File: src/rtl/hazard_pkg.sv
`default_nettype none
// ============================================================================
// Module      : hazard_pkg
// Description : Shared constants and scoreboard entry type for the hazard
//               scoreboard (forwarding-select encodings, PC register index).
// Revision    : 1.0 - initial release
// ============================================================================
package hazard_pkg;

    // Forwarding-select encodings: 0 = register file, k = downstream stage k
    localparam int FWD_RF  = 0;
    localparam int FWD_EX  = 1;
    localparam int FWD_MEM = 2;
    localparam int FWD_WB  = 3;

    // R15 is the PC and is never forwarded
    localparam int PC_REG  = 15;

    // Widest register index the entry type can hold; narrower indices are
    // zero-extended into the dst field so one typedef serves every REG_W.
    localparam int DST_W_MAX = 8;

    // One in-flight register write tracked in the shadow pipeline
    typedef struct packed {
        logic                 valid;
        logic [DST_W_MAX-1:0] dst;
        logic                 wr_en;
        logic                 is_load;
    } sb_entry_t;

endpackage
`default_nettype wire

File: src/rtl/hazard_scoreboard_if.sv
`default_nettype none
// ============================================================================
// Module      : hazard_scoreboard_if
// Description : ID-stage bundle between the control unit / operand muxes and
//               the hazard scoreboard.
//               master : ID-stage side (drives instruction info, branch_taken)
//               slave  : scoreboard side (drives forwarding / stall controls)
// Revision    : 1.0 - initial release
// ============================================================================
interface hazard_scoreboard_if #(
    parameter int NUM_SRC    = 3,
    parameter int REG_W      = 4,
    parameter int FWD_STAGES = 3,
    parameter int CNT_W      = 16
);
    localparam int SEL_W = $clog2(FWD_STAGES + 1);

    // ID-stage instruction information
    logic                       id_valid;
    logic [NUM_SRC*REG_W-1:0]   id_src;
    logic [NUM_SRC-1:0]         id_src_used;
    logic [REG_W-1:0]           id_dst;
    logic                       id_wr_en;
    logic                       id_is_load;
    logic                       branch_taken;

    // Scoreboard controls
    logic [NUM_SRC*SEL_W-1:0]   fwd_sel;
    logic                       stall;
    logic                       pc_enable;
    logic                       ifid_le;
    logic                       nop_insert;
    logic                       flush_ifid;
    logic [CNT_W-1:0]           stall_count;
    logic [CNT_W-1:0]           flush_count;

    modport master (
        output id_valid, id_src, id_src_used, id_dst, id_wr_en, id_is_load,
               branch_taken,
        input  fwd_sel, stall, pc_enable, ifid_le, nop_insert, flush_ifid,
               stall_count, flush_count
    );

    modport slave (
        input  id_valid, id_src, id_src_used, id_dst, id_wr_en, id_is_load,
               branch_taken,
        output fwd_sel, stall, pc_enable, ifid_le, nop_insert, flush_ifid,
               stall_count, flush_count
    );

endinterface
`default_nettype wire

File: src/rtl/hazard_fwd_match.sv
`default_nettype none
// ============================================================================
// Module      : hazard_fwd_match
// Description : Priority compare of one source register against the tracked
//               in-flight writes. The youngest (smallest stage index) match
//               wins. A load matched at stage <= LOAD_LAT is not yet
//               forwardable and raises o_load_blocked.
// Ports       : i_src          - source register index
//               i_used         - source is actually read
//               i_entries      - tracked entries, stage 1..FWD_STAGES
//               o_sel          - 0 = register file, k = forward from stage k
//               o_load_blocked - winning match is a load still in flight
// Revision    : 1.0 - initial release
// ============================================================================
module hazard_fwd_match
    import hazard_pkg::*;
#(
    parameter int REG_W      = 4,
    parameter int FWD_STAGES = 3,
    parameter int LOAD_LAT   = 1,
    parameter int SEL_W      = 2
) (
    input  wire logic [REG_W-1:0]            i_src,
    input  wire logic                        i_used,
    input  wire sb_entry_t [FWD_STAGES:1]    i_entries,
    output logic      [SEL_W-1:0]            o_sel,
    output logic                             o_load_blocked
);

    logic [DST_W_MAX-1:0] w_src_ext;
    assign w_src_ext = DST_W_MAX'(i_src);

    always_comb begin
        o_sel          = SEL_W'(FWD_RF);
        o_load_blocked = 1'b0;
        if (i_used && (i_src != REG_W'(PC_REG))) begin
            // Walk oldest to youngest so the youngest match overwrites.
            // The select still reports the matching stage when blocked so
            // the operand mux sees a deterministic value during a stall.
            for (int k = FWD_STAGES; k >= FWD_EX; k--) begin
                if (i_entries[k].valid && i_entries[k].wr_en &&
                    (i_entries[k].dst == w_src_ext)) begin
                    o_sel          = SEL_W'(k);
                    o_load_blocked = i_entries[k].is_load && (k <= LOAD_LAT);
                end
            end
        end
    end

endmodule
`default_nettype wire

File: src/rtl/hazard_scoreboard.sv
`default_nettype none
// ============================================================================
// Module      : hazard_scoreboard
// Description : Hazard detection and forwarding unit for the ID stage.
//               A shadow shift register mirrors ID/EX, EX/MEM, MEM/WB (up to
//               FWD_STAGES deep) and records in-flight register writes.
//               Produces per-source forwarding selects, load-use stalls and
//               IF/ID, ID/EX bubble/flush controls.
// Ports       : CLK  - clock
//               CLR  - synchronous active-high reset
//               bus  - hazard_scoreboard_if.slave (ID info in, controls out)
// Config      : HAZARD_STATS_EN - when defined, builds saturating stall and
//               flush counters; otherwise stall_count/flush_count read 0.
// Revision    : 1.0 - initial release
// ============================================================================
module hazard_scoreboard
    import hazard_pkg::*;
#(
    parameter int NUM_SRC    = 3,
    parameter int REG_W      = 4,
    parameter int FWD_STAGES = 3,
    parameter int LOAD_LAT   = 1,
    parameter int CNT_W      = 16
) (
    input  wire logic           CLK,
    input  wire logic           CLR,
    hazard_scoreboard_if.slave  bus
);

    localparam int SEL_W = $clog2(FWD_STAGES + 1);

    sb_entry_t [FWD_STAGES:1]   r_entry_q;
    sb_entry_t [FWD_STAGES:1]   w_entry_d;
    logic [NUM_SRC-1:0]         w_blocked;
    logic [NUM_SRC*SEL_W-1:0]   w_fwd_sel;
    logic                       w_stall;
    logic                       w_accept;

    // ------------------------------------------------------------------
    // Per-source priority match
    // ------------------------------------------------------------------
    generate
        for (genvar s = 0; s < NUM_SRC; s++) begin : g_src
            hazard_fwd_match #(
                .REG_W      (REG_W),
                .FWD_STAGES (FWD_STAGES),
                .LOAD_LAT   (LOAD_LAT),
                .SEL_W      (SEL_W)
            ) u_match (
                .i_src          (bus.id_src[s*REG_W +: REG_W]),
                .i_used         (bus.id_src_used[s]),
                .i_entries      (r_entry_q),
                .o_sel          (w_fwd_sel[s*SEL_W +: SEL_W]),
                .o_load_blocked (w_blocked[s])
            );
        end
    endgenerate

    // A taken branch squashes the ID instruction, so it can never stall.
    assign w_stall  = bus.id_valid && (|w_blocked) && !bus.branch_taken;
    assign w_accept = bus.id_valid && !w_stall && !bus.branch_taken;

    // ------------------------------------------------------------------
    // Shadow pipeline: shifts every cycle; a stalled or squashed ID
    // instruction becomes a bubble in stage 1.
    // ------------------------------------------------------------------
    always_comb begin
        w_entry_d = '0;
        if (w_accept) begin
            w_entry_d[1].valid   = 1'b1;
            w_entry_d[1].dst     = DST_W_MAX'(bus.id_dst);
            w_entry_d[1].wr_en   = bus.id_wr_en;
            w_entry_d[1].is_load = bus.id_is_load;
        end
        for (int k = 2; k <= FWD_STAGES; k++) begin
            w_entry_d[k] = r_entry_q[k-1];
        end
    end

    always_ff @(posedge CLK) begin
        if (CLR) begin
            r_entry_q <= '0;
        end else begin
            r_entry_q <= w_entry_d;
        end
    end

    // ------------------------------------------------------------------
    // Control outputs
    // ------------------------------------------------------------------
    assign bus.fwd_sel    = w_fwd_sel;
    assign bus.stall      = w_stall;
    assign bus.pc_enable  = !w_stall;
    assign bus.ifid_le    = !w_stall;
    assign bus.nop_insert = w_stall || bus.branch_taken;
    assign bus.flush_ifid = bus.branch_taken;

    // ------------------------------------------------------------------
    // Optional statistics
    // ------------------------------------------------------------------
`ifdef HAZARD_STATS_EN
    logic [CNT_W-1:0] r_stall_cnt_q, w_stall_cnt_d;
    logic [CNT_W-1:0] r_flush_cnt_q, w_flush_cnt_d;

    // Counters hold at all-ones rather than wrapping.
    always_comb begin
        w_stall_cnt_d = r_stall_cnt_q;
        w_flush_cnt_d = r_flush_cnt_q;
        if (w_stall && (r_stall_cnt_q != {CNT_W{1'b1}})) begin
            w_stall_cnt_d = r_stall_cnt_q + 1'b1;
        end
        if (bus.branch_taken && (r_flush_cnt_q != {CNT_W{1'b1}})) begin
            w_flush_cnt_d = r_flush_cnt_q + 1'b1;
        end
    end

    always_ff @(posedge CLK) begin
        if (CLR) begin
            r_stall_cnt_q <= '0;
            r_flush_cnt_q <= '0;
        end else begin
            r_stall_cnt_q <= w_stall_cnt_d;
            r_flush_cnt_q <= w_flush_cnt_d;
        end
    end

    assign bus.stall_count = r_stall_cnt_q;
    assign bus.flush_count = r_flush_cnt_q;
`else
    assign bus.stall_count = '0;
    assign bus.flush_count = '0;
`endif

endmodule
`default_nettype wire

File: src/flat_wrapper.sv
// flat-port wrapper written by rule: the top's interface ports become plain ports
module hazard_scoreboard_flat import hazard_pkg::*;
#(
    parameter int NUM_SRC    = 3,
    parameter int REG_W      = 4,
    parameter int FWD_STAGES = 3,
    parameter int LOAD_LAT   = 1,
    parameter int CNT_W      = 16
)
  (CLK, CLR, bus_id_valid, bus_id_src, bus_id_src_used, bus_id_dst, bus_id_wr_en, bus_id_is_load, bus_branch_taken, bus_fwd_sel, bus_stall, bus_pc_enable, bus_ifid_le, bus_nop_insert, bus_flush_ifid, bus_stall_count, bus_flush_count);
  hazard_scoreboard_if #(.NUM_SRC(NUM_SRC), .REG_W(REG_W), .FWD_STAGES(FWD_STAGES), .CNT_W(CNT_W)) bus_i ();
  input  wire logic CLK;
  input  wire logic CLR;
  input wire logic [$bits(bus_i.id_valid)-1:0] bus_id_valid;
  input wire logic [$bits(bus_i.id_src)-1:0] bus_id_src;
  input wire logic [$bits(bus_i.id_src_used)-1:0] bus_id_src_used;
  input wire logic [$bits(bus_i.id_dst)-1:0] bus_id_dst;
  input wire logic [$bits(bus_i.id_wr_en)-1:0] bus_id_wr_en;
  input wire logic [$bits(bus_i.id_is_load)-1:0] bus_id_is_load;
  input wire logic [$bits(bus_i.branch_taken)-1:0] bus_branch_taken;
  output wire logic [$bits(bus_i.fwd_sel)-1:0] bus_fwd_sel;
  output wire logic [$bits(bus_i.stall)-1:0] bus_stall;
  output wire logic [$bits(bus_i.pc_enable)-1:0] bus_pc_enable;
  output wire logic [$bits(bus_i.ifid_le)-1:0] bus_ifid_le;
  output wire logic [$bits(bus_i.nop_insert)-1:0] bus_nop_insert;
  output wire logic [$bits(bus_i.flush_ifid)-1:0] bus_flush_ifid;
  output wire logic [$bits(bus_i.stall_count)-1:0] bus_stall_count;
  output wire logic [$bits(bus_i.flush_count)-1:0] bus_flush_count;
  assign bus_i.id_valid = bus_id_valid;
  assign bus_i.id_src = bus_id_src;
  assign bus_i.id_src_used = bus_id_src_used;
  assign bus_i.id_dst = bus_id_dst;
  assign bus_i.id_wr_en = bus_id_wr_en;
  assign bus_i.id_is_load = bus_id_is_load;
  assign bus_i.branch_taken = bus_branch_taken;
  assign bus_fwd_sel = bus_i.fwd_sel;
  assign bus_stall = bus_i.stall;
  assign bus_pc_enable = bus_i.pc_enable;
  assign bus_ifid_le = bus_i.ifid_le;
  assign bus_nop_insert = bus_i.nop_insert;
  assign bus_flush_ifid = bus_i.flush_ifid;
  assign bus_stall_count = bus_i.stall_count;
  assign bus_flush_count = bus_i.flush_count;
  hazard_scoreboard #(.NUM_SRC(NUM_SRC), .REG_W(REG_W), .FWD_STAGES(FWD_STAGES), .LOAD_LAT(LOAD_LAT), .CNT_W(CNT_W)) u_core (.CLK(CLK), .CLR(CLR), .bus(bus_i));
endmodule
File: config.mk
export PLATFORM = sky130hd
export DESIGN_NAME = hazard_scoreboard_flat
export DESIGN_NICKNAME = d
export VERILOG_FILES = /design/src/rtl/hazard_pkg.sv /design/src/rtl/hazard_scoreboard_if.sv /design/src/rtl/hazard_fwd_match.sv /design/src/rtl/hazard_scoreboard.sv /design/src/flat_wrapper.sv
export SDC_FILE = /design/constraint.sdc
export NUM_CORES = 1
export LEC_CHECK = 0
export ABC_AREA = 1
export CAP_MARGIN = 10
export CORE_ASPECT_RATIO = 2
export CORE_UTILIZATION = 40
export DETAILED_ROUTE_END_ITERATION = 12
export GPL_TIMING_DRIVEN = 1
export PLACE_DENSITY = 0.88
export SLEW_MARGIN = 20
export SYNTH_ARGS = -nofsm -noshare
export SYNTH_HDL_FRONTEND = slang
export SYNTH_SLANG_ARGS = --single-unit
File: constraint.sdc
create_clock -name CLK -period 3.2 [get_ports CLK]
set_clock_uncertainty 0.1 [all_clocks]
set_input_delay 0.32 -clock CLK [delete_from_list [all_inputs] [get_ports CLK]]
set_output_delay 0.32 -clock CLK [all_outputs]
set_load 0.05 [all_outputs]
Word-level counts from Yosys, hierarchy flattened
Cells that the tools add are included.
{"block": "totals", "in_bits": 25, "reg_bits": 31, "output_inout_bits": 43, "elab_cells": 67}
{"block": "op_classes", "n_mux": 19, "n_bitwise": 1, "reduce_logical": 24, "eq_ne": 12}
{"op": "$eq 8x4->1", "n": 9}
{"op": "$mux 2", "n": 12}
{"op": "$logic_and 1x1->1", "n": 19}
{"op": "$ne 4x4->1 const B", "n": 3}
{"op": "$mux 11", "n": 1}
{"op": "$mux 1", "n": 6}
{"op": "$reduce_or 3->1", "n": 1}
{"op": "$logic_not 1->1", "n": 2}
{"op": "$reduce_or 2->1", "n": 1}
{"op": "$logic_or 1x1->1", "n": 1}
{"op": "$not 1->1", "n": 1}

Depth between registers and ports, before layout
Gate-level depths: netlist of the first run.
{"block": "depth", "depth_word": 12, "mapped_depth": 10, "mapped_depth_nobuf": 9}

By module
Synthesis of the first run repeated with hierarchy kept, for this count alone.
{"block": "hier_totals", "cells_unflattened": 330, "hier_area_um2": 1930.6}
{"module": "hazard_fwd_match", "instances": 3, "cells_per_inst": 74, "seq_area_each_um2": 0.0, "area_per_inst_um2": 330.3}
{"module": "hazard_scoreboard", "instances": 1, "cells_per_inst": 108, "seq_area_each_um2": 420.4, "area_per_inst_um2": 939.7}

Least setup slack after synthesis of the first run
No wires, ideal clock.
{"block": "synth_path", "kind": "register -> output", "from": "register u_core.r_entry_q[3] in the netlist's numbering", "to": "output bus_pc_enable", "t_required_ns": 2.780, "setup_slack_ns": 0.723, "t_arrival_ns": 2.057, "n_path_buf": 1, "stages_incl_launch_ff": 11, "cell_sequence": "dfxtp_1 -> inv_1 -> nand2_1 -> o21ai_0 -> nor2_1 -> nand3_2 -> nand3_2 -> nand2_2 -> nor2_2 -> inv_1 -> buf_4"}
{"block": "synth_via", "elab_chain_cells": 8, "word_cells_on_any_way": 16, "classes_between": "eq/ne: 3; mux: 6; reduce/logical: 7"}
{"item": "start: declaration", "line_no": "hazard_scoreboard.sv:32", "text": "sb_entry_t [FWD_STAGES:1] r_entry_q;"}
{"item": "start signal: assignment", "line_no": "hazard_scoreboard.sv:84", "text": "r_entry_q <= w_entry_d;"}
{"item": "$eq 8x4->1", "line_no": "hazard_fwd_match.sv:42", "text": "(i_entries[k].dst == w_src_ext)) begin"}
{"item": "$logic_and 1x1->1", "line_no": "hazard_fwd_match.sv:41", "text": "if (i_entries[k].valid && i_entries[k].wr_en &&"}
{"item": "$mux 1", "line_no": "hazard_fwd_match.sv:41"}
{"item": "$mux 1", "line_no": "hazard_fwd_match.sv:36", "text": "if (i_used && (i_src != REG_W'(PC_REG))) begin"}
{"item": "$reduce_or 3->1 *", "line_no": "hazard_scoreboard.sv:60", "text": "assign w_stall = bus.id_valid && (|w_blocked) && !bus.branch_taken;"}
{"item": "$logic_and 1x1->1 * (2 in series)", "line_no": "hazard_scoreboard.sv:60"}
{"item": "via bus_stall", "line_no": "flat_wrapper.sv:22", "text": "output wire logic [$bits(bus_i.stall)-1:0] bus_stall;"}
{"item": "$logic_not 1->1 *"}
{"item": "end: declaration", "line_no": "flat_wrapper.sv:23", "text": "output wire logic [$bits(bus_i.pc_enable)-1:0] bus_pc_enable;"}
The timed path passes the listed nets; every way through them passes the cells marked *.

Worst setup path after layout of the first run
{"block": "layout_path", "from": "input bus_id_src[8]", "to": "output bus_pc_enable"}
{"block": "layout_via", "elab_chain_cells": 8, "word_cells_on_any_way": 10, "classes_between": "eq/ne: 2; mux: 2; reduce/logical: 6"}
{"item": "start: declaration", "line_no": "flat_wrapper.sv:15", "text": "input wire logic [$bits(bus_i.id_src)-1:0] bus_id_src;"}
{"item": "$eq 8x4->1", "line_no": "hazard_fwd_match.sv:42"}
{"item": "$logic_and 1x1->1", "line_no": "hazard_fwd_match.sv:41"}
{"item": "$mux 1", "line_no": "hazard_fwd_match.sv:41"}
{"item": "$mux 1 *", "line_no": "hazard_fwd_match.sv:36"}
{"item": "$reduce_or 3->1 *", "line_no": "hazard_scoreboard.sv:60"}
{"item": "$logic_and 1x1->1 * (2 in series)", "line_no": "hazard_scoreboard.sv:60"}
{"item": "$logic_not 1->1 *", "line_no": "hazard_scoreboard.sv:93", "text": "assign bus.pc_enable = !w_stall;"}
Every way passes the cells marked *; elsewhere a longest branch is shown, timed or not.

==> run_results.csv, run 1 <==
group,metric,value,unit
yosys,synth-compound-area-share,0.1200,
detailed_routing,final_antenna_net_count,0,
detailed_routing,detail_route.first_pass.iterations,4,
timing,timing.max_slew.rel_slack,0.6593,
global_route,initial_antenna_violation_count,0,
worst_setup_path,critical_path.endpoint_type,"output pin",
die,die_height,87.45,µm
pwr,int_pwr,375.9,µW
yosys,synth_simple_gate_area_frac,0.2913,
worst_hold_path,worst_hold_path_type,"register to register",
timing,max_slew.worst_pin.slew,509.4,ps
clock_tree,cts.sinks,19,
run_status,outcome,"finished, final reports clean",
clock_tree,postCtsSetupBuffers,0,
die,number_of_rows_created_at_floorplan,30,
worst_setup_path,worst-path-max-fanout,6,
yosys,postSynthCellCount,229,
yosys,syn-cell-area,1460,µm²
final_layout,layout.cells.most_common_list,"45 x sky130_fd_sc_hd__nand2_1, 39 x sky130_fd_sc_hd__inv_1, 32 x sky130_fd_sc_hd__conb_1",
die,die_x,44.72,µm
die,core-area,3453,µm²
yosys,synth_cell_types,22,
clock_tree,cts_buffers,3,
timing,maxClockFrequency,0.3390,GHz
pwr,pwr-share-seq,0.416,
pwr,p_comb_frac,0.301,
final_layout,largest_register,"u_core.r_entry_q",
worst_setup_path,worst_path_max_delay_cell,"sky130_fd_sc_hd__clkdlybuf4s50_1",
die,die_area,3911,µm²
detailed_routing,avgRoutedWirePerCell,11.02,µm
pwr,p_per_area,332.1,nW/µm²
final_layout,antenna_cells_inserted,0,
global_route,first_global_vias,1281,
final_layout,largest_register_ffs,19,
worst_setup_path,max_stage_delay,700,ps
clock_tree,clock-root-buffer,"sky130_fd_sc_hd__clkbuf_8",
yosys,avgSynthCellArea,6.376,µm²
timing,finalSetupViolations,0,
final_layout,layout_commonest_cell,"sky130_fd_sc_hd__nand2_1",
clock_tree,cts_tree,"yes",
worst_setup_path,startpoint_class_of_the_critical_path,"input port",
worst_setup_path,timing.critical_path.cells,"clkdlybuf4s50_1 > inv_1 > nand2_1 > nand3_1 > nor2_1 > nand3_2 > nand3_2 > nand2_2 > nor2_2 > inv_1 > clkdlybuf4s50_1",
global_route,wire_length_of_the_first_global_routing_pass,5554,µm
yosys,synth-seq-cells,19,
yosys,synthXorXnorAreaFrac,0.04799,
clock_tree,ctsLongestPathBuffers,2,
final_layout,drive_above_1_share,0.05660,
global_route,grt_remaining_overflow,0,
final_layout,reg.largest.list,"u_core.r_entry_q x19",
global_route,largest_net_degree_at_the_start_of_global_routing,14,
placement,dp_worst_setup_slack,259.6,ps
global_route,grt_use_total,0.1979,
timing,post-route-worst-setup-slack,250.1,ps
pwr,netSwitchingPower,213.2,µW
yosys,synth_fa_ha_area_frac,0,
detailed_routing,vias_per_cell,4.537,
final_layout,filler_instances,378,
flow_run,cap_violations,0,
timing,layout_min_cycle_time,2950,ps
clock_tree,cts_hold_buf,0,
clock_tree,clkTransAtPathRegs,70,ps
timing,setup_repair_after_global_routing_missed_its_margin,"no",
placement,placement.io_buffers,35,
detailed_routing,vias,1420,
final_layout,area.sequential,380.4,µm²
clock_tree,cts-htree-levels,1,
pwr,share_clk_of_total_power,0.282,
worst_setup_path,timing.setup.critical_path_class,"input port to output pin",
pwr,totalPowerFinal,589.1,µW
final_layout,area_growth_syn_to_layout,21.51,%
detailed_routing,totalWireLength,3450,µm
pwr,leakagePower,0.8512,nW
detailed_routing,drt_first_iter_violations,31,
die,start_util,0.4228,
placement,detailedPlacementHpwl,2872,µm
worst_setup_path,critPathRequiredTime,2780,ps
clock_tree,cts_repair_resize_count,0,
final_layout,multi_input_comb_area,790.8,µm²
final_layout,nets,291,
timing,setup_total_negative_slack,0,ps
pwr,power.share.switching,0.3619,
yosys,synth-seq-area-share,0.2605,
yosys,post_synthesis_mux_area_share,0,
die,ioPinCount,68,
clock_tree,clkLatencyLatePin,260,ps
timing,period_utilisation_layout,0.9218,
worst_setup_path,worstPathArrival,2530,ps
detailed_routing,drc,0,
yosys,synthesis.yosys.warnings,0,
timing,report.final.slew_viol_count,0,
timing,final_hold_viol_count,0,
placement,globalplace.congestion,0.9436,
pwr,vdd.ir_drop.worst,324.4,µV
yosys,largest_family_of_logic_cells_by_synthesized_area,"simple AND/OR/NAND/NOR gates",
worst max-delay path: cells and delay by family:
kind	cells	cell delay, ps
buffers and inverters	4	1500
AND/OR/NAND/NOR	7	700
power by group through the flow:
stage	logic [mW]	registers (mW)	clock network (mW)
after floorplan	0.158	0.249	0
after global placement	0.176	0.251	0
after detailed placement	0.176	0.251	0
after CTS	0.177	0.245	0.173
after global routing	0.190	0.246	0.185
final	0.177	0.245	0.166
kinds of logic after synthesis:
family                 Yosys count
flip-flops                      19
other                            1
XOR/XNOR                         8
AO/OA/AOI/OAI                   29
buffers and inverters           74
AND/OR/NAND/NOR                 98
synth_stat cells:
cell type / count / area [µm²]
sky130_fd_sc_hd__inv_1: 39 / 146.4
sky130_fd_sc_hd__nor2_2: 1 / 6.260
sky130_fd_sc_hd__xnor2_1: 5 / 43.79
sky130_fd_sc_hd__dfxtp_1: 19 / 380.4
sky130_fd_sc_hd__o21a_1: 3 / 22.52
sky130_fd_sc_hd__nand2_1: 45 / 168.9
sky130_fd_sc_hd__a21oi_1: 7 / 35.03
sky130_fd_sc_hd__clkbuf_1: 1 / 3.750
sky130_fd_sc_hd__o21ai_0: 7 / 35.03
sky130_fd_sc_hd__conb_1: 1 / 3.750
sky130_fd_sc_hd__o21bai_1: 1 / 7.510
sky130_fd_sc_hd__nor2_1: 31 / 116.4
sky130_fd_sc_hd__xor2_1: 3 / 26.28
sky130_fd_sc_hd__nand3_1: 12 / 60.06
sky130_fd_sc_hd__nand3_2: 3 / 30.03
sky130_fd_sc_hd__nand2_2: 1 / 6.260
sky130_fd_sc_hd__nor3_1: 4 / 20.02
sky130_fd_sc_hd__o22ai_1: 8 / 50.05
sky130_fd_sc_hd__a21o_1: 1 / 7.510
sky130_fd_sc_hd__buf_4: 34 / 255.2
sky130_fd_sc_hd__nand3_4: 1 / 17.52
sky130_fd_sc_hd__o2111ai_1: 2 / 17.52
final cells by class:
| cell class | instances | area share |
|---|---|---|
| clock buffer | 3 | 0.02327 |
| clock inverter | 1 | 0.004231 |
| inverter | 39 | 0.08251 |
| multi-input combinational | 167 | 0.4457 |
| sequential | 19 | 0.2144 |
| tap | 48 | 0.03385 |
| timing repair buffer | 36 | 0.1961 |
path summary, 6_finish.rpt:
kind | cells after the start | slack (ps) | endpoint | startpoint
max | 11 | 250 | bus_pc_enable | bus_id_src[8]
min | 2 | 320 | u_core.r_entry_q[12]$_SDFF_PP0_ | u_core.r_entry_q[1]$_SDFF_PP0_
max reg2reg | 9 | 1680 | u_core.r_entry_q[0]$_SDFF_PP0_ | u_core.r_entry_q[3]$_SDFF_PP0_
min reg2reg | 2 | 320 | u_core.r_entry_q[12]$_SDFF_PP0_ | u_core.r_entry_q[1]$_SDFF_PP0_
routing by layer:
layer	up-vias	global-route usage	routed length, µm
met5	-	0	0
met4	0	0.1598	219
met3	17	0.02697	184
met2	74	0.3436	1797
met1	610	0.1980	1248
li1	719	-	-
through the flow:
step           instance area (µm²)  hold WS, ps  instances  utilization
2_1_floorplan                 1577        291.2        260            -
3_3_place_gp                  1725        305.7        309       0.4996
3_5_place_dp                  1725        311.1        309       0.4996
4_1_cts                       1774        321.3        313       0.5138
5_1_grt                       1774        341.6        313       0.5138
6_report                      1774        317.4        313       0.5138
Power figures use the tool's default switching activity.
==> run 2, diff against run 1 <==
Settings changed: CTS_BUF_LIST set to sky130_fd_sc_hd__clkbuf_2 sky130_fd_sc_hd__clkbuf_4 sky130_fd_sc_hd__clkbuf_8, PLACE_DENSITY 0.88 to 0.78, SKIP_CTS_REPAIR_TIMING set to 1.
==> run 2 against run 1 <==
Effect of this change:
- first-iteration DRC count increased by 110%
- non-clock buffer count is 1 lower
- maximum frequency rose by 1.6%
- critical endpoint unchanged
- highest routed layer unchanged
==> run_results.csv, run 2 (synthesis results as in run 1) <==
group,metric,value,unit
worst_setup_path,max_stage_delay,810,ps
worst_setup_path,timing.setup.critical_path_class,"input port to output pin",
worst_setup_path,timing.critical_path.cells,"clkdlybuf4s50_1 > inv_1 > o21ai_0 > nor2_1 > nand3_1 > nand3_2 > nand2_2 > nor2_2 > inv_1 > clkdlybuf4s50_1",
timing,post-route-worst-setup-slack,296.7,ps
final_layout,area_growth_syn_to_layout,21.17,%
placement,globalplace.congestion,1.013,
pwr,p_per_area,331.7,nW/µm²
final_layout,nets,290,
placement,placement.io_buffers,35,
detailed_routing,vias,1418,
timing,layout_min_cycle_time,2903,ps
clock_tree,clkLatencyLatePin,250,ps
worst_setup_path,critPathRequiredTime,2780,ps
worst_setup_path,worstPathArrival,2480,ps
worst_setup_path,startpoint_class_of_the_critical_path,"input port",
final_layout,layout.cells.most_common_list,"45 x sky130_fd_sc_hd__nand2_1, 39 x sky130_fd_sc_hd__inv_1, 32 x sky130_fd_sc_hd__conb_1, 32 x sky130_fd_sc_hd__clkdlybuf4s50_1, 31 x sky130_fd_sc_hd__nor2_1",
final_layout,largest_register,"u_core.r_entry_q",
timing,maxClockFrequency,0.3444,GHz
die,number_of_rows_created_at_floorplan,30,
final_layout,antenna_cells_inserted,0,
final_layout,drive_above_1_share,0.04924,
worst_hold_path,worst_hold_path_type,"register to register",
global_route,initial_antenna_violation_count,0,
die,die_area,3911,µm²
clock_tree,cts_tree,"yes",
die,ioPinCount,68,
timing,setup_total_negative_slack,0,ps
run_status,outcome,"finished, final reports clean",
clock_tree,ctsLongestPathBuffers,2,
clock_tree,cts-htree-levels,1,
timing,report.final.slew_viol_count,0,
detailed_routing,totalWireLength,3428,µm
placement,detailedPlacementHpwl,2925,µm
global_route,wire_length_of_the_first_global_routing_pass,5706,µm
die,die_height,87.45,µm
detailed_routing,final_antenna_net_count,0,
worst_setup_path,worst-path-max-fanout,5,
clock_tree,cts.sinks,19,
die,core-area,3453,µm²
clock_tree,clkTransAtPathRegs,70,ps
flow_run,cap_violations,0,
timing,timing.max_slew.rel_slack,0.6569,
worst_setup_path,critical_path.endpoint_type,"output pin",
die,die_x,44.72,µm
final_layout,final_design_area_no_fill,1769,µm²
pwr,vdd.ir_drop.worst,304.8,µV
global_route,first_global_vias,1322,
global_route,grt_remaining_overflow,0,
timing,final_hold_viol_count,0,
global_route,largest_net_degree_at_the_start_of_global_routing,14,
worst_setup_path,worst-path-buf-inv,4,
timing,max_slew.worst_pin.slew,513.0,ps
pwr,leakagePower,0.8444,nW
timing,finalSetupViolations,0,
clock_tree,clock-root-buffer,"sky130_fd_sc_hd__clkbuf_8",
timing,period_utilisation_layout,0.9073,
detailed_routing,avgRoutedWirePerCell,10.99,µm
global_route,grt_use_total,0.1983,
worst_setup_path,path_delay_family,"buffers and inverters",
worst_setup_path,worst_path_max_delay_cell,"sky130_fd_sc_hd__clkdlybuf4s50_1",
detailed_routing,vias_per_cell,4.545,
timing,setup_repair_after_global_routing_missed_its_margin,"no",
detailed_routing,drt_first_iter_violations,65,
clock_tree,cts_buffers,3,
detailed_routing,drc,0,
final_layout,layout_commonest_cell,"sky130_fd_sc_hd__nand2_1",
detailed_routing,detail_route.first_pass.iterations,4,
die,start_util,0.4228,
placement,dp_worst_setup_slack,313.9,ps
placement,postPlaceCellArea,1720,µm²
final_layout,reg.largest.list,"u_core.r_entry_q x19",
final_layout,largest_register_ffs,19,
[run 2: cell count changes in the layout (fill, tap and decap cells not counted)]
| cell | before | now |
|---|---|---|
| sky130_fd_sc_hd__buf_4 | 5 | 3 |
| sky130_fd_sc_hd__clkdlybuf4s50_1 | 31 | 32 |
[run 2: metrics by stage]
stage	hold WS, ps	power (mW)	instances	util
floorplan	291.2	0.4073	260	-
global placement	305.7	0.4249	308	0.4982
detailed placement	320.2	0.4259	308	0.4982
CTS	330.5	0.5919	312	0.5123
global route	351.7	0.6202	312	0.5123
finish	329.6	0.5868	312	0.5123
[run 2: worst paths after layout]
path | startpoint | endpoint | slack, ps | cells after the start
worst max-delay path | bus_id_src[3] | bus_pc_enable | 300 | 10
worst min-delay path | u_core.r_entry_q[12]$_SDFF_PP0_ | u_core.r_entry_q[23]$_SDFF_PP0_ | 330 | 2
worst max register to register | u_core.r_entry_q[3]$_SDFF_PP0_ | u_core.r_entry_q[2]$_SDFF_PP0_ | 1620 | 9
worst min register to register | u_core.r_entry_q[12]$_SDFF_PP0_ | u_core.r_entry_q[23]$_SDFF_PP0_ | 330 | 2
[run 2: worst register-to-register path: stages (launching register included)]
cell and delay [ps]:
sky130_fd_sc_hd__dfxtp_1 450, sky130_fd_sc_hd__inv_1 140, sky130_fd_sc_hd__nand2_1 70, sky130_fd_sc_hd__o21ai_0 70
sky130_fd_sc_hd__nor2_1 150, sky130_fd_sc_hd__nand3_1 160, sky130_fd_sc_hd__nand3_2 100, sky130_fd_sc_hd__nand2_2 80
sky130_fd_sc_hd__nand3_4 100, sky130_fd_sc_hd__nor2_1 60
[run 2: final cells by class]
cell class,instances,area [µm²]
Tap cell,48,60.06
Fill cell,383,1684
Multi-Input combinational cell,167,790.8
Sequential cell,19,380.4
Timing Repair Buffer,35,342.8
Clock inverter,1,7.507
Clock buffer,3,41.29
Inverter,39,146.4
[run 2: per-layer routing]
metal / GRT usage / routed length, µm
met2: 0.3556 / 1855
met5: 0 / 0
met4: 0.1433 / 176
met1: 0.1916 / 1158
met3: 0.03320 / 237
[run 2: power breakdown]
group          internal, mW  switching, mW  total (mW)  leakage, nW
logic                0.0463          0.130       0.177        0.669
registers             0.241        0.00441       0.246        0.154
clock network        0.0877         0.0770       0.165       0.0217
==> run 3, diff against run 2 <==
Settings changed: GPL_TIMING_DRIVEN 1 to not set.
==> results of run 3 <==
The final DEF is identical to that of run 2; final timing and power are the same.
==> edit 1 (config.mk and constraints of run 1) <==
`REG_W` is set to 4 in 4 places; all go to 5.
--- a/src/rtl/hazard_scoreboard_if.sv
+++ b/src/rtl/hazard_scoreboard_if.sv
@@ -11,3 +11,3 @@
     parameter int NUM_SRC    = 3,
-    parameter int REG_W      = 4,
+    parameter int REG_W      = 5,
     parameter int FWD_STAGES = 3,
--- a/src/rtl/hazard_fwd_match.sv
+++ b/src/rtl/hazard_fwd_match.sv
@@ -17,3 +17,3 @@
 #(
-    parameter int REG_W      = 4,
+    parameter int REG_W      = 5,
     parameter int FWD_STAGES = 3,
--- a/src/rtl/hazard_scoreboard.sv
+++ b/src/rtl/hazard_scoreboard.sv
@@ -19,3 +19,3 @@
     parameter int NUM_SRC    = 3,
-    parameter int REG_W      = 4,
+    parameter int REG_W      = 5,
     parameter int FWD_STAGES = 3,
--- a/src/flat_wrapper.sv
+++ b/src/flat_wrapper.sv
@@ -4,3 +4,3 @@
     parameter int NUM_SRC    = 3,
-    parameter int REG_W      = 4,
+    parameter int REG_W      = 5,
     parameter int FWD_STAGES = 3,
Interface: changed (resized bus_id_dst and bus_id_src); port bits go from 68 to 72. The function was not compared with the original's and may differ.
==> edit 1 against run 1 <==
  * Synthesized cell count increased by 14%
  * Final area up 18%
  * Clock power increased by 58%
  * Die area up 17%
  * Sequential power rose by 16%
  * Area after synthesis increased by 18%
  * Sequential cell count increased by 3
  * Wire length is 40% higher
  * Total power is 27% higher
  * Setup slack gained 0.0032 ns
  * Combinational power grew 14%
  * Maximum frequency grew 0.11%
  * Critical endpoint unchanged
  * Largest cell class unchanged
  * Highest routed layer unchanged
==> edit 1: results (changes against run 1) <==
outcome=finished, final reports clean; clock transition time at the flip-flop clock pins of the worst setup and hold paths=0.08 ns; Max VDD drop=0.288 mV (-11%); final routed wire length divided by cell count=13.7 um (+24%); Switching Share=0.330 (-0.0318); vias in the first global route=1733 (+35%); synthesized-area fraction occupied by ao, oa, aoi and oai cells=0.0871 (-0.0328); maximum number of pins on one net before global-route repair=16 (+2); total routing usage reported by global routing=0.231 (+0.0331); input/output buffers=39 (+11%); layout cell share with drive strength beyond 1=0.0967 (+0.0401); Top Registers=u_core.r_entry_q: 22 flops; global-route wire length before repair=8000 um (+44%); Starting DRT DRC Count=73 (+140%); part of the Yosys area used for sequential elements=0.256 (-0.00487); final weighted congestion in routability-driven placement=1.01 (+6.9%); number of instances in the synthesized netlist=261 (+14%); clock network power consumption=0.000262 W (+58%); estimated wirelength of the detail-placed design=3850 um (+34%); number of library cell types mapped by synthesis=25 (+14%); Worst Tran Pin Value=0.555 ns (+0.0454 ns); Seq. pwr=0.000285 W (+16%); Commonest cells post-synth=51 x sky130_fd_sc_hd__nand2_1, 39 x sky130_fd_sc_hd__inv_1, 34 x sky130_fd_sc_hd__buf_4, 28 x sky130_fd_sc_hd__nor2_1, 22 x sky130_fd_sc_hd__dfxtp_1; final instance count without filler cells=352 (+12%); Net count, final=330 (+13%); detailed-route vias per instance=4.93 (+8.6%); Leak=1.00 nW (+18%); leading post-synthesis cells by cell area=sky130_fd_sc_hd__dfxtp_1 26%, sky130_fd_sc_hd__buf_4 15%, sky130_fd_sc_hd__nand2_1 11%; post-synthesis share of cell area spent on xor and xnor gates=0.0661 (+0.0181); Setup WS pre-CTS=0.277 ns (+0.0178 ns)
-- edit 1: cell count changes in the layout (fill, tap and decap cells not counted), sizes merged, moves of 4 or more --
cell           change
nor3               +4
xor2               +8
o21ai              -6
clkdlybuf4s50      +5
a21oi              +5
nand2              +6
nand4              +4
inv                +6
nor2               +4
-- edit 1: tightest hold or removal path, stage by stage (launching register included) --
cell                      delay, ns
sky130_fd_sc_hd__dfxtp_1       0.31
sky130_fd_sc_hd__inv_1         0.04
sky130_fd_sc_hd__nor2_1        0.03
-- edit 1: path summary, 6_finish.rpt --
check | start | end | slack, ns | cells after the start
setup reg to reg | u_core.r_entry_q[4] | u_core.r_entry_q[6] | 1.56 | 9
setup / recovery | bus_id_src[13] | bus_pc_enable | 0.25 | 13
hold reg to reg | u_core.r_entry_q[12] | u_core.r_entry_q[23] | 0.32 | 2
hold / removal | u_core.r_entry_q[12] | u_core.r_entry_q[23] | 0.32 | 2
-- edit 1: layout make-up --
type | instances | area (um^2) | share of cell area
clock buffers | 3 | 41.3 | 0.0197
clock inverters | 1 | 30.0 | 0.0143
inverters | 45 | 185 | 0.0882
multi-input cells | 190 | 955 | 0.455
flip-flops and latches | 22 | 440 | 0.210
well taps | 52 | 65.1 | 0.0310
repair buffers | 39 | 383 | 0.182
-- edit 1: through the flow --
stage                     power, W  instance area (um^2)
after floorplan           0.000460                  1840
after global placement    0.000490                  2030
after detailed placement  0.000491                  2030
after CTS                 0.000750                  2100
after global routing      0.000778                  2100
final                     0.000750                  2100
-- edit 1: metal layers --
| metal | wire, um | global-route usage | up-vias |
|---|---|---|---|
| li1 | - | - | 820 |
| met1 | 1600 | 0.215 | 784 |
| met2 | 2640 | 0.454 | 109 |
| met3 | 341 | 0.0242 | 21 |
| met4 | 235 | 0.167 | 0 |
| met5 | 0 | 0 | - |
==> edit 2 (config.mk and constraints of run 1) <==
Made on the original files. Add a define of `HAZARD_STATS_EN`.
--- a/src/rtl/hazard_scoreboard.sv
+++ b/src/rtl/hazard_scoreboard.sv
@@ -15,2 +15,4 @@
 // ============================================================================
+`define HAZARD_STATS_EN
+
 module hazard_scoreboard
Behaviour: not the same (Yosys sat finds a counterexample within 4 cycles, from zero or initial values).
==> edit 2 against run 1 <==
  * Clock power rose to 3.1 times the old value
  * First-iteration DRC count rose to 5.0 times the old value
  * Wire length up 140%
  * Area after synthesis up 110%
  * Setup slack better by 0.099 ns
  * Sequential cell count up 32
  * Count of clock-buffer cells in the layout up 3
  * Total power up 120%
  * Synthesized cell count up 110%
  * Final area up 120%
  * Critical path type unchanged
  * Largest power group unchanged
==> edit 2: results (changes against run 1) <==
placed cell areas=3770 um^2 (+120%); input/output buffers=67 (+91%); share of synthesized cell area in full adder, half adder and majority cells=0.00827 (+0.00827); maximum number of pins on one net before global-route repair=20 (+6); GR Layer Usage met1=0.201 (+0.00316); leading post-synthesis cells by cell area=sky130_fd_sc_hd__dfxtp_1 34%, sky130_fd_sc_hd__nand2_1 13%, sky130_fd_sc_hd__inv_1 10%; global-route wire length before repair=13800 um (+150%); number of library cell types mapped by synthesis=35 (+59%); clock latency at the later pin of the worst-skew pair=0.29 ns (+0.03 ns); Max VDD drop=0.451 mV (+39%); FF+latch count, synth=51 (+32); clock tree root driver cell=sky130_fd_sc_hd__clkbuf_16; Max H-tree Level=2 (+1); hold path endpoint=u_core.r_entry_q[23]; met2 usage=0.425 (+0.0813); total routing usage reported by global routing=0.220 (+0.0221); worst-case reg-to-reg path depth=11 (+2); Non-clock inverters=90 (+130%); Metal-1 WL=2980 um (+140%); routed wire length=8360 um (+140%); Setup WS pre-CTS=0.356 ns (+0.0966 ns); setup slack on the worst flop-to-flop path=1.01 ns (-0.67 ns); crit-path max FO=4 (-2); launch instance of the worst register-to-register path=u_core.bus.flush_count[1]; Buffers, non-clock=69 (+92%); Commonest cells post-synth=108 x sky130_fd_sc_hd__nand2_1, 83 x sky130_fd_sc_hd__inv_1, 81 x sky130_fd_sc_hd__nor2_1, 51 x sky130_fd_sc_hd__dfxtp_1, 22 x sky130_fd_sc_hd__o21ai_0; total number of placement rows=44 (+47%); Worst Setup SP=bus_id_src[0]; Critical Path AT=2.43 ns (-0.10 ns); part of the Yosys area used for sequential elements=0.338 (+0.0771); met3 Use GR=0.0328 (+0.00588); layout cell share with drive strength beyond 1=0.0731 (+0.0165); fraction of area in clock buffers and inverters=0.0362 (+0.00866); vias after detailed routing=3296 (+130%); hold slack final=0.323 ns (+0.00524 ns); Fill cells=722 (+91%); final weighted congestion in routability-driven placement=0.927 (-1.7%); net switching power=0.000312 W (+46%); worst stage delay on the critical path=0.78 ns (+0.08 ns); detailed-route vias per instance=5.16 (+14%); Leak=1.60 nW (+88%); Clock buffer cells=6 (+3); Net count, final=573 (+97%); proportion of cell area occupied by registers=0.261 (+0.0467); CP endpoint=bus_fwd_sel[1]; share of cell area taken by multi-input logic gates=0.416 (-0.0297); number of instances in the synthesized netlist=478 (+110%); post-synthesis share of cell area spent on xor and xnor gates=0.0376 (-0.0103); outcome=finished, final reports clean; hold path startpoint=u_core.r_entry_q[12]; NonClk Buf Share=0.171 (-0.0252); Starting DRT DRC Count=155 (+400%); synthesized-area fraction occupied by ao, oa, aoi and oai cells=0.121 (+0.000845); area added between synthesis and finish=29.3%
## edit 2: cells by family after synthesis
| family | after synthesis |
|---|---|
| buffers and inverters | 98 |
| xor gates and xnor gates | 13 |
| and+or+nand+nor | 252 |
| DFF | 51 |
| adders and majority gates | 2 |
| AOI/OAI and AO/OA | 62 |
## edit 2: power by group through the flow
stage | Combinational (W) | Clock, W | Sequential, W
final | 0.000135 | 0.000514 | 0.000649
after global routing | 0.000147 | 0.000555 | 0.000649
after CTS | 0.000135 | 0.000534 | 0.000648
after detailed placement | 0.000134 | 0 | 0.000663
after global placement | 0.000131 | 0 | 0.000663
after floorplan | 0.0000658 | 0 | 0.000668
## edit 2: worst max-delay path: cells and delay by family
| family | cells | cell delay, ns |
|---|---|---|
| compound gates | 2 | 0.35 |
| buf+inv | 4 | 1.46 |
| simple gates | 3 | 0.30 |
